[src/rtl/rr_arbiter4_v_pkg.sv]
// Shared definitions for the four-client round-robin arbiter:
// state encoding, default parameters and the search-order picker.
package rr_arbiter4_v_pkg;

    typedef enum logic {
        ST_IDLE  = 1'b0,
        ST_GRANT = 1'b1
    } state_e;

    localparam int N_REQ        = 4;
    localparam int HOLD_MAX_DEF = 8;
    localparam int CNT_W_DEF    = 4;

    // Result of a round-robin search: whether anyone qualified, and who.
    typedef struct packed {
        logic       found;
        logic [1:0] idx;
    } pick_t;

    // Walks last+1, last+2, last+3, last (mod 4) and returns the first
    // asserted request. With excl_owner set, `last` itself is skipped so the
    // current owner can never re-win its own handoff.
    function automatic pick_t rr_pick(input logic [3:0] req,
                                      input logic [1:0] last,
                                      input logic       excl_owner);
        pick_t      p;
        logic [1:0] c;
        p.found = 1'b0;
        p.idx   = 2'd0;
        for (int k = 1; k <= N_REQ; k++) begin
            c = last + 2'(k);
            if (!p.found && req[c] && !(excl_owner && (k == N_REQ))) begin
                p.found = 1'b1;
                p.idx   = c;
            end
        end
        return p;
    endfunction

endpackage

[src/rtl/rr_arbiter4_v_or4.sv]
// Library four-input OR gate, used for request-present detection.
module OR4_v (
    input  logic i_a,
    input  logic i_b,
    input  logic i_c,
    input  logic i_d,
    output logic o_f
);

    assign o_f = i_a | i_b | i_c | i_d;

endmodule

[src/rtl/rr_arbiter4_v.sv]
// Four-requester round-robin arbiter with registered one-hot grant,
// hold-while-requesting, fair rotation on release and forced rotation
// after HOLD_MAX consecutive cycles when another client is waiting.
// HOLD_MAX must lie in 2..15 and 2**CNT_W must exceed HOLD_MAX.
module rr_arbiter4_v
    import rr_arbiter4_v_pkg::*;
#(
    parameter int HOLD_MAX = HOLD_MAX_DEF,
    parameter int CNT_W    = CNT_W_DEF
) (
    input  logic       i_clk,
    input  logic       i_rst_n,
    input  logic [3:0] i_req,
    output logic [3:0] o_gnt,
    output logic [1:0] o_gnt_id,
    output logic       o_valid,
    output logic       o_any_req,
    output logic       o_preempt
);

    // Last count value an owner may reach; the counter saturates here.
    localparam logic [CNT_W-1:0] CNT_TOP = CNT_W'(HOLD_MAX - 1);

    state_e           state_q, state_d;
    logic [3:0]       gnt_q,   gnt_d;
    logic [1:0]       id_q,    id_d;
    logic [1:0]       last_q,  last_d;
    logic [CNT_W-1:0] cnt_q,   cnt_d;
    logic             valid_q, valid_d;
    logic             pre_q,   pre_d;

    pick_t            pick_all;
    pick_t            pick_ex;
    logic             owner_req;

    OR4_v u_any_req (
        .i_a (i_req[0]),
        .i_b (i_req[1]),
        .i_c (i_req[2]),
        .i_d (i_req[3]),
        .o_f (o_any_req)
    );

    // In GRANT, last_q is the current owner, so searching from it gives both
    // the fresh-grant winner and the next winner excluding the owner.
    assign pick_all  = rr_pick(i_req, last_q, 1'b0);
    assign pick_ex   = rr_pick(i_req, last_q, 1'b1);
    assign owner_req = i_req[last_q];

    // Next-state, grant, pointer and hold-counter decisions.
    always_comb begin
        state_d = state_q;
        gnt_d   = gnt_q;
        id_d    = id_q;
        last_d  = last_q;
        cnt_d   = cnt_q;
        valid_d = valid_q;
        pre_d   = 1'b0;

        unique case (state_q)
            ST_IDLE: begin
                if (pick_all.found) begin
                    state_d = ST_GRANT;
                    gnt_d   = 4'b0001 << pick_all.idx;
                    id_d    = pick_all.idx;
                    last_d  = pick_all.idx;
                    cnt_d   = '0;
                    valid_d = 1'b1;
                end
            end
            ST_GRANT: begin
                if (owner_req) begin
                    if (cnt_q != CNT_TOP) begin
                        cnt_d = cnt_q + CNT_W'(1);
                    end else if (pick_ex.found) begin
                        // Hold budget spent and someone is waiting: force it.
                        gnt_d  = 4'b0001 << pick_ex.idx;
                        id_d   = pick_ex.idx;
                        last_d = pick_ex.idx;
                        cnt_d  = '0;
                        pre_d  = 1'b1;
                    end
                    // Otherwise nobody waits: keep grant, counter saturated.
                end else if (pick_ex.found) begin
                    // Release with others pending: direct handoff, no bubble.
                    gnt_d  = 4'b0001 << pick_ex.idx;
                    id_d   = pick_ex.idx;
                    last_d = pick_ex.idx;
                    cnt_d  = '0;
                end else begin
                    // Release with nobody pending: idle, pointer remembers owner.
                    state_d = ST_IDLE;
                    gnt_d   = 4'b0000;
                    id_d    = 2'd0;
                    cnt_d   = '0;
                    valid_d = 1'b0;
                end
            end
            default: begin
                state_d = ST_IDLE;
                gnt_d   = 4'b0000;
                id_d    = 2'd0;
                cnt_d   = '0;
                valid_d = 1'b0;
            end
        endcase
    end

    // State, grant, pointer and counter registers; async active-low reset.
    always_ff @(posedge i_clk or negedge i_rst_n) begin
        if (!i_rst_n) begin
            state_q <= ST_IDLE;
            gnt_q   <= 4'b0000;
            id_q    <= 2'd0;
            last_q  <= 2'd3;
            cnt_q   <= '0;
            valid_q <= 1'b0;
            pre_q   <= 1'b0;
        end else begin
            state_q <= state_d;
            gnt_q   <= gnt_d;
            id_q    <= id_d;
            last_q  <= last_d;
            cnt_q   <= cnt_d;
            valid_q <= valid_d;
            pre_q   <= pre_d;
        end
    end

    assign o_gnt     = gnt_q;
    assign o_gnt_id  = id_q;
    assign o_valid   = valid_q;
    assign o_preempt = pre_q;

endmodule

[config.mk]
export PLATFORM = sky130hd
export DESIGN_NAME = rr_arbiter4_v
export DESIGN_NICKNAME = d
export VERILOG_FILES = /design/src/rtl/rr_arbiter4_v_pkg.sv /design/src/rtl/rr_arbiter4_v_or4.sv /design/src/rtl/rr_arbiter4_v.sv
export SDC_FILE = /design/constraint.sdc
export NUM_CORES = 1
export LEC_CHECK = 0
export CAP_MARGIN = 20
export CELL_PAD_IN_SITES_DETAIL_PLACEMENT = 0
export CELL_PAD_IN_SITES_GLOBAL_PLACEMENT = 1
export CORE_MARGIN = 2
export CORE_UTILIZATION = 41
export DETAILED_ROUTE_END_ITERATION = 10
export PLACE_DENSITY = 0.76
export SYNTH_ARGS = -nofsm -noshare
export SYNTH_HDL_FRONTEND = slang
export SYNTH_HIERARCHICAL = 1
export SYNTH_SLANG_ARGS = --single-unit
[constraint.sdc]
create_clock -name i_clk -period 2.7 [get_ports i_clk]
set_input_delay 0.54 -clock i_clk [delete_from_list [all_inputs] [get_ports i_clk]]
set_output_delay 0.54 -clock i_clk [all_outputs]
set_load 0.1 [all_outputs]
Word-level counts from Yosys, hierarchy flattened
Index checks and enable logic that the tools add are counted.
- add/sub/neg operators: 4
- magnitude comparators: 4
- eq/ne operators: 7
- shifts and indexed selects: 2
- multiplexer cells: 44
- bitwise logic cells: 4
- reductions and logical operators: 10
- operators with widths (kind ; count):
    2-to-1 mux 4 bit ; 9
    2-to-1 mux 2 bit ; 8
    one-hot mux 4 bit (2 select lines) ; 2
    2-to-1 mux 1 bit ; 13
    < comparator 2 x 3 -> 1 bit, second input constant ; 4
    2-to-1 mux 3 bit ; 4
    binary-select mux 1 bit (select 2 bit) ; 4
    != test 4 x 3 -> 1 bit, second input constant ; 2
    one-hot mux 2 bit (2 select lines) ; 2
    << shifter 1 x 2 -> 4 bit, first input constant ; 2
    != test 2 bit, second input constant ; 3
    != test 3 bit, second input constant ; 2
    AND reduction 3 bit ; 2
    adder 2 bit, second input constant ; 2
    adder 4 x 1 -> 4 bit, second input constant ; 1
    one-hot mux 1 bit (2 select lines) ; 2
    AND reduction 2 bit ; 2
    logical AND 1 bit ; 3
    logical NOT 1 bit ; 3
    bitwise OR 1 bit ; 3
    adder 2 x 1 -> 2 bit, second input constant ; 1
    inverter 1 bit ; 1
- register bits: 15
- bits of input ports: 6
- output and inout port bits: 9

Depth between registers and ports, before layout
Gate-level depths: netlist of the first run.
- depth after elaboration: 16
- gate-level depth with buffers: 6

Cells and area by module
Netlist of the first run, hierarchy kept.
- modules (own cells, without submodules) (module ; times used ; cells an instance ; area an instance (um^2)):
    rr_arbiter4_v ; 1 ; 106 ; 1044.8
    OR4_v ; 1 ; 1 ; 7.5

Worst setup path after synthesis of the first run
OpenSTA, ideal clock, no wires.
- path type: input to output
- start: input port i_req[1]
- end: output port o_any_req
- arrival: 1504 ps
- data required time: 2160 ps
- path slack: 656 ps
- stages on the path: 1
- buffers on the path: 0
- cell sequence: or4_1
- cells in the longest elaborated chain, start to end: 3
- ends and longest elaborated chain (what ; line ; text):
    from (decl) ; rr_arbiter4_v.sv:13 ; input logic [3:0] i_req,
    bitwise OR 1 bit (3 in series) ; rr_arbiter4_v_or4.sv:10 ; assign o_f = i_a | i_b | i_c | i_d;
    to (decl) ; rr_arbiter4_v.sv:17 ; output logic o_any_req,
No other way between the ends.

Worst setup path in the final report of the first run
- start: input port i_req[0]
- end: output port o_any_req
Same word-level chain as after synthesis.

==> flow_summary.ini, run 1 <==
[routing]
vias = 869
detail-route-antenna-nets = 0
routed_wl_um = 2280
first_iter_violations = 13
firstDrtPassIters = 4
routedWlPerCell_um = 14.8
drc = 0
viasPerCell = 5.64

[finish]
nets = 132
area_growth_pct = 18.4
drive_gt1_share_pct = 29.8
fin_area_um2 = 1250
stdcell_count = 154
final_common_cell = buf_4
layout_common_cells = buf_4 (15), dfrtp_1 (13), o21ai_0 (9)
diodes = 0

[setup_path]
crit_arrival_ns = 1.94
r2r_slack_ns = 0.72
crit_fanout = 11
critical_path_class = in -> out
path_cells = clkdlybuf4s50_1 -> or4_1 -> buf_12
critical_path.top_delay_family = buffers and inverters
endpoint_kind = output port
slowest_stage = or4_1
cp.required_ns = 2.16
startpoint_type = input port
critPathMaxStageDelay_ns = 0.62
path_buf_inv = 2

[sta]
fin_crit_sh_pct = 91.9
fin_setup_tns_ns = 0
worst_pin_slew_ns = 0.689
holdWs_ns = 0.529
slew_headroom_pct = 53.9
layout_min_cycle_time_ns = 2.48
rsz0062_at_grt = no
fmax_mhz = 403
skew_ns = 0.00573
slew_viol_final = 0
final.setup.worst_slack_ns = 0.219
setup_violations = 0
hold_viol_final = 0

[place]
port_buffers = 14
dp_slack_ns = 0.180
placedInstanceArea_um2 = 1220
dp.cells = 150
routabilityCongestion = 0.710
hpwl_um = 1650

[floorplan]
die_area_um2 = 2990
ios = 15
die_h_um = 54.7
core_area_um2 = 2450
num_rows = 18
dieWidth_um = 54.7
initial_core_util_pct = 42.9

[clock_tree]
cts_made_buffers = 3
post_cts.repair.setup_buffers = 0
clk_pin_slew_worst_paths_ns = 0.10
tritoncts = built
cts.repair.resized = 0
htree_levels = 1
clk_latency_ns = 0.29
cts.sinks = 15
clockBufferDepth = 2
cts_hold_buf = 0
clockRootBuffer = clkbuf_4

[grt]
overflow = 0
grt_pass1_wl_um = 4020
antenna_found_initial = 0
grt_pass1_vias = 897
grt_start_max_net_pins = 16
grt_usage_pct = 19.0

[synthesis]
syn_area_um2 = 1050
yosysUniqueCellTypes = 43
synth_edf_count = 0
syn_avg_cell_area_um2 = 9.83
synth_flop_cell = dfrtp_1
syn_inst = 107
yosys_warnings = 6
ys_ff_latch = 15
ys_seq_area_share_pct = 35.9
syn-num-nets = 114
ys_async_sr_fraction_pct = 100

[run]
drv_cap = 0

[pwr]
powerDensity_nw_per_um2 = 1150
irDropWorstVdd_v = 0.000951
power_leakage_nw = 0.544

[worst_hold_path]
holdCritPathClass = reg -> reg

[status]
status = finished, final reports clean
-- worst reg2reg max path, delay by kind of cell (launching register included) --
| family | cells | cell delay [ns] |
|---|---|---|
| and+or+nand+nor | 3 | 0.47 |
| buffers and inverters | 1 | 0.15 |
| muxes | 1 | 0.31 |
| AOI/OAI and AO/OA | 1 | 0.23 |
| DFF | 1 | 0.72 |
-- registers in the layout, indices dropped and copies added (netlist names) --
| register | count |
|---|---|
| o_valid | 1 |
| state_q | 1 |
| o_gnt_id | 2 |
| o_preempt | 1 |
| cnt_q | 4 |
| last_q | 2 |
| o_gnt | 4 |
-- synth_stat cells (all sizes together) (3+ instances only) --
master	instances	share of area, %
dfrtp	13	31
o21ai	10	4.8
nor2	8	2.9
buf	7	5.0
mux2	7	9.3
nand2	7	2.7
a21oi	5	2.4
nand2b	5	3.0
mux2i	4	3.8
nor3	4	1.9
inv	3	1.1
-- logic make-up after synthesis --
logic type / after synthesis / share of synthesized area (%)
AND/OR/NAND/NOR: 36 / 19.1
flip-flops: 15 / 35.9
buffers and inverters: 11 / 6.42
adder cells (fa/ha/maj): 2 / 2.14
AO/OA/AOI/OAI: 31 / 21.2
multiplexers: 12 / 15.2
-- worst paths after layout --
kind	cells past startpoint	start	end
max in group asynchronous	1	i_rst_n	cnt_q[2]$_DFFE_PN0P_
worst min-delay path	1	o_gnt_id[1]$_DFFE_PN0P_	o_gnt_id[1]$_DFFE_PN0P_
worst max-delay path	3	i_req[0]	o_any_req
worst min register to register	1	o_gnt_id[1]$_DFFE_PN0P_	o_gnt_id[1]$_DFFE_PN0P_
worst max register to register	6	last_q[1]$_DFFE_PN1P_	o_gnt[2]$_DFFE_PN0P_
min in group asynchronous	1	i_rst_n	state_q$_DFF_PN0_
-- where the power goes --
group | leakage, nW | switching, mW | internal, mW
logic | 0.345 | 0.540 | 0.345
clock network | 0.0139 | 0.0804 | 0.0564
registers | 0.185 | 0.102 | 0.312
total | 0.544 | 0.722 | 0.714
-- per-stage QoR --
stage                     total power [mW]  util, %
after floorplan                       1.11        -
after global placement                1.30     49.5
after detailed placement              1.31     49.5
after CTS                             1.45     50.8
after global routing                  1.54     50.8
final                                 1.44     50.8
-- metal layers --
layer	GRT usage (%)	wire, um
met4	5.00	18
met1	24.2	1100
met3	4.92	62
met5	0	0
met2	31.5	1090
-- layout make-up --
| class | count | area [um^2] |
|---|---|---|
| sequential | 15 | 378 |
| multi-input combinational | 81 | 607 |
| fill | 233 | 1210 |
| tap | 30 | 37.5 |
| clock buffer | 3 | 22.5 |
| clock inverter | 1 | 7.51 |
| timing repair buffer | 21 | 183 |
| inverter | 3 | 11.3 |
Power figures use the tool's default switching activity.
==> inputs of run 2 (changes only) <==
--- a/config.mk
+++ b/config.mk
@@ -12,6 +12,7 @@
 export CORE_UTILIZATION = 41
 export DETAILED_ROUTE_END_ITERATION = 10
 export PLACE_DENSITY = 0.76
+export REMOVE_ABC_BUFFERS = 1
 export SYNTH_ARGS = -nofsm -noshare
 export SYNTH_HDL_FRONTEND = slang
 export SYNTH_HIERARCHICAL = 1
==> flow_summary.ini, run 2 (synthesis gave the netlist of run 1 again) <==
[grt]
grt_usage_pct = 17.9
grt_pass1_vias = 826
grt_start_max_net_pins = 16
overflow = 0
antenna_found_initial = 0
grt_pass1_wl_um = 3850

[sta]
fmax_mhz = 400
fin_setup_tns_ns = 0
setup_violations = 0
slew_headroom_pct = 56.1
holdWs_ns = 0.533
final.setup.worst_slack_ns = 0.198
rsz0062_at_grt = no
layout_min_cycle_time_ns = 2.50
skew_ns = 0.00249
hold_viol_final = 0
worst_pin_slew_ns = 0.657
fin_crit_sh_pct = 92.7
slew_viol_final = 0

[pwr]
power_leakage_nw = 0.545
irDropWorstVdd_v = 0.00116
powerDensity_nw_per_um2 = 1150

[worst_hold_path]
min_from = o_gnt[1]$_DFFE_PN0P_
holdCritPathClass = reg -> reg
min_to = o_gnt[1]$_DFFE_PN0P_
holdPathStages = 1

[status]
status = finished, final reports clean

[place]
dp.cells = 150
routabilityCongestion = 0.744
port_buffers = 14
dp_slack_ns = 0.143
hpwl_um = 1690
placedInstanceArea_um2 = 1220

[floorplan]
dieWidth_um = 54.7
num_rows = 18
initial_core_util_pct = 42.9
ios = 15
die_h_um = 54.7
die_area_um2 = 2990
core_area_um2 = 2450

[routing]
first_iter_violations = 15
drt-met1-wl_um = 1100
vias = 897
routedWlPerCell_um = 15.0
met3_length_um = 93
detail-route-antenna-nets = 0
wl_met2_um = 1120
drc = 0
routed_wl_um = 2310
viasPerCell = 5.82
firstDrtPassIters = 4
routed.top_layer = met3

[setup_path]
path_buf_inv = 2
critical_path_class = in -> out
startpoint_type = input port
crit_cells = 3
r2r-end = o_gnt[2]$_DFFE_PN0P_
critical_path.top_delay_family = buffers and inverters
endpoint_kind = output port
r2r_slack_ns = 0.63
slowest_stage = or4_1
reg2regPathDepth = 4
crit_arrival_ns = 1.96
cp.required_ns = 2.16
critPathMaxStageDelay_ns = 0.63
path_cells = clkdlybuf4s50_1 -> or4_1 -> buf_12
rr_startpoint = last_q[0]$_DFFE_PN1P_
crit_fanout = 11

[finish]
stdcell_count = 154
area_growth_pct = 18.1
fin_area_um2 = 1240
final_common_cell = buf_4
diodes = 0
layout_common_cells = buf_4 (15), dfrtp_1 (13), o21ai_0 (9)
drive_gt1_share_pct = 29.0
nets = 132

[clock_tree]
clk_pin_slew_worst_paths_ns = 0.09
htree_levels = 1
tritoncts = built
post_cts.repair.setup_buffers = 0
cts.sinks = 15
clockBufferDepth = 2
cts.repair.resized = 0
clk_latency_ns = 0.28
cts_hold_buf = 0
clockRootBuffer = clkbuf_4
cts_made_buffers = 3

[run]
drv_cap = 0
-- run 2: cell count changes in the layout (fill, tap and decap cells not counted), sizes merged --
cell,delta
clkbuf,+1
clkinvlp,-1
-- run 2: power breakdown --
group          internal (mW)  switching, mW  leakage [nW]
Clock                 0.0573         0.0728        0.0150
Combinational          0.336          0.540         0.345
Sequential             0.312          0.106         0.185
-- run 2: routing by layer --
metal  vias to the layer above  track usage (%)
li1                        436                -
met1                       443             23.6
met2                        18             29.6
met3                         0             6.01
met4                         0             1.25
met5                         -                0
-- run 2: worst max path at each step --
stage / from / end
after floorplan: i_req[1] / o_any_req
after global placement: i_req[3] / o_gnt[2]$_DFFE_PN0P_
after detailed placement: i_req[3] / o_gnt[0]$_DFFE_PN0P_
after CTS: i_req[0] / o_any_req
after global routing: i_req[3] / o_any_req
final: i_req[0] / o_any_req
-- run 2: cell type report --
| type | instances | area (um^2) |
|---|---|---|
| repair buffers | 21 | 183 |
| fillers | 236 | 1210 |
| multi-input cells | 81 | 607 |
| clock buffers | 4 | 26.3 |
| well taps | 30 | 37.5 |
| flip-flops and latches | 15 | 378 |
| inverters | 3 | 11.3 |
-- run 2: metrics by stage --
| stage | total power, mW | util (%) |
|---|---|---|
| global placement | 1.29 | 49.5 |
| finish | 1.42 | 50.6 |
| detailed placement | 1.30 | 49.5 |
| global route | 1.52 | 50.6 |
| CTS | 1.43 | 50.6 |
| floorplan | 1.08 | - |
==> inputs of run 3 (changes only) <==
--- a/config.mk
+++ b/config.mk
@@ -5,6 +5,7 @@
 export SDC_FILE = /design/constraint.sdc
 export NUM_CORES = 1
 export LEC_CHECK = 0
+export ABC_CLOCK_PERIOD_IN_PS = 2700
 export CAP_MARGIN = 20
 export CELL_PAD_IN_SITES_DETAIL_PLACEMENT = 0
 export CELL_PAD_IN_SITES_GLOBAL_PLACEMENT = 1
==> results of run 3 <==
The final DEF is identical to that of run 2; final timing and power are the same.
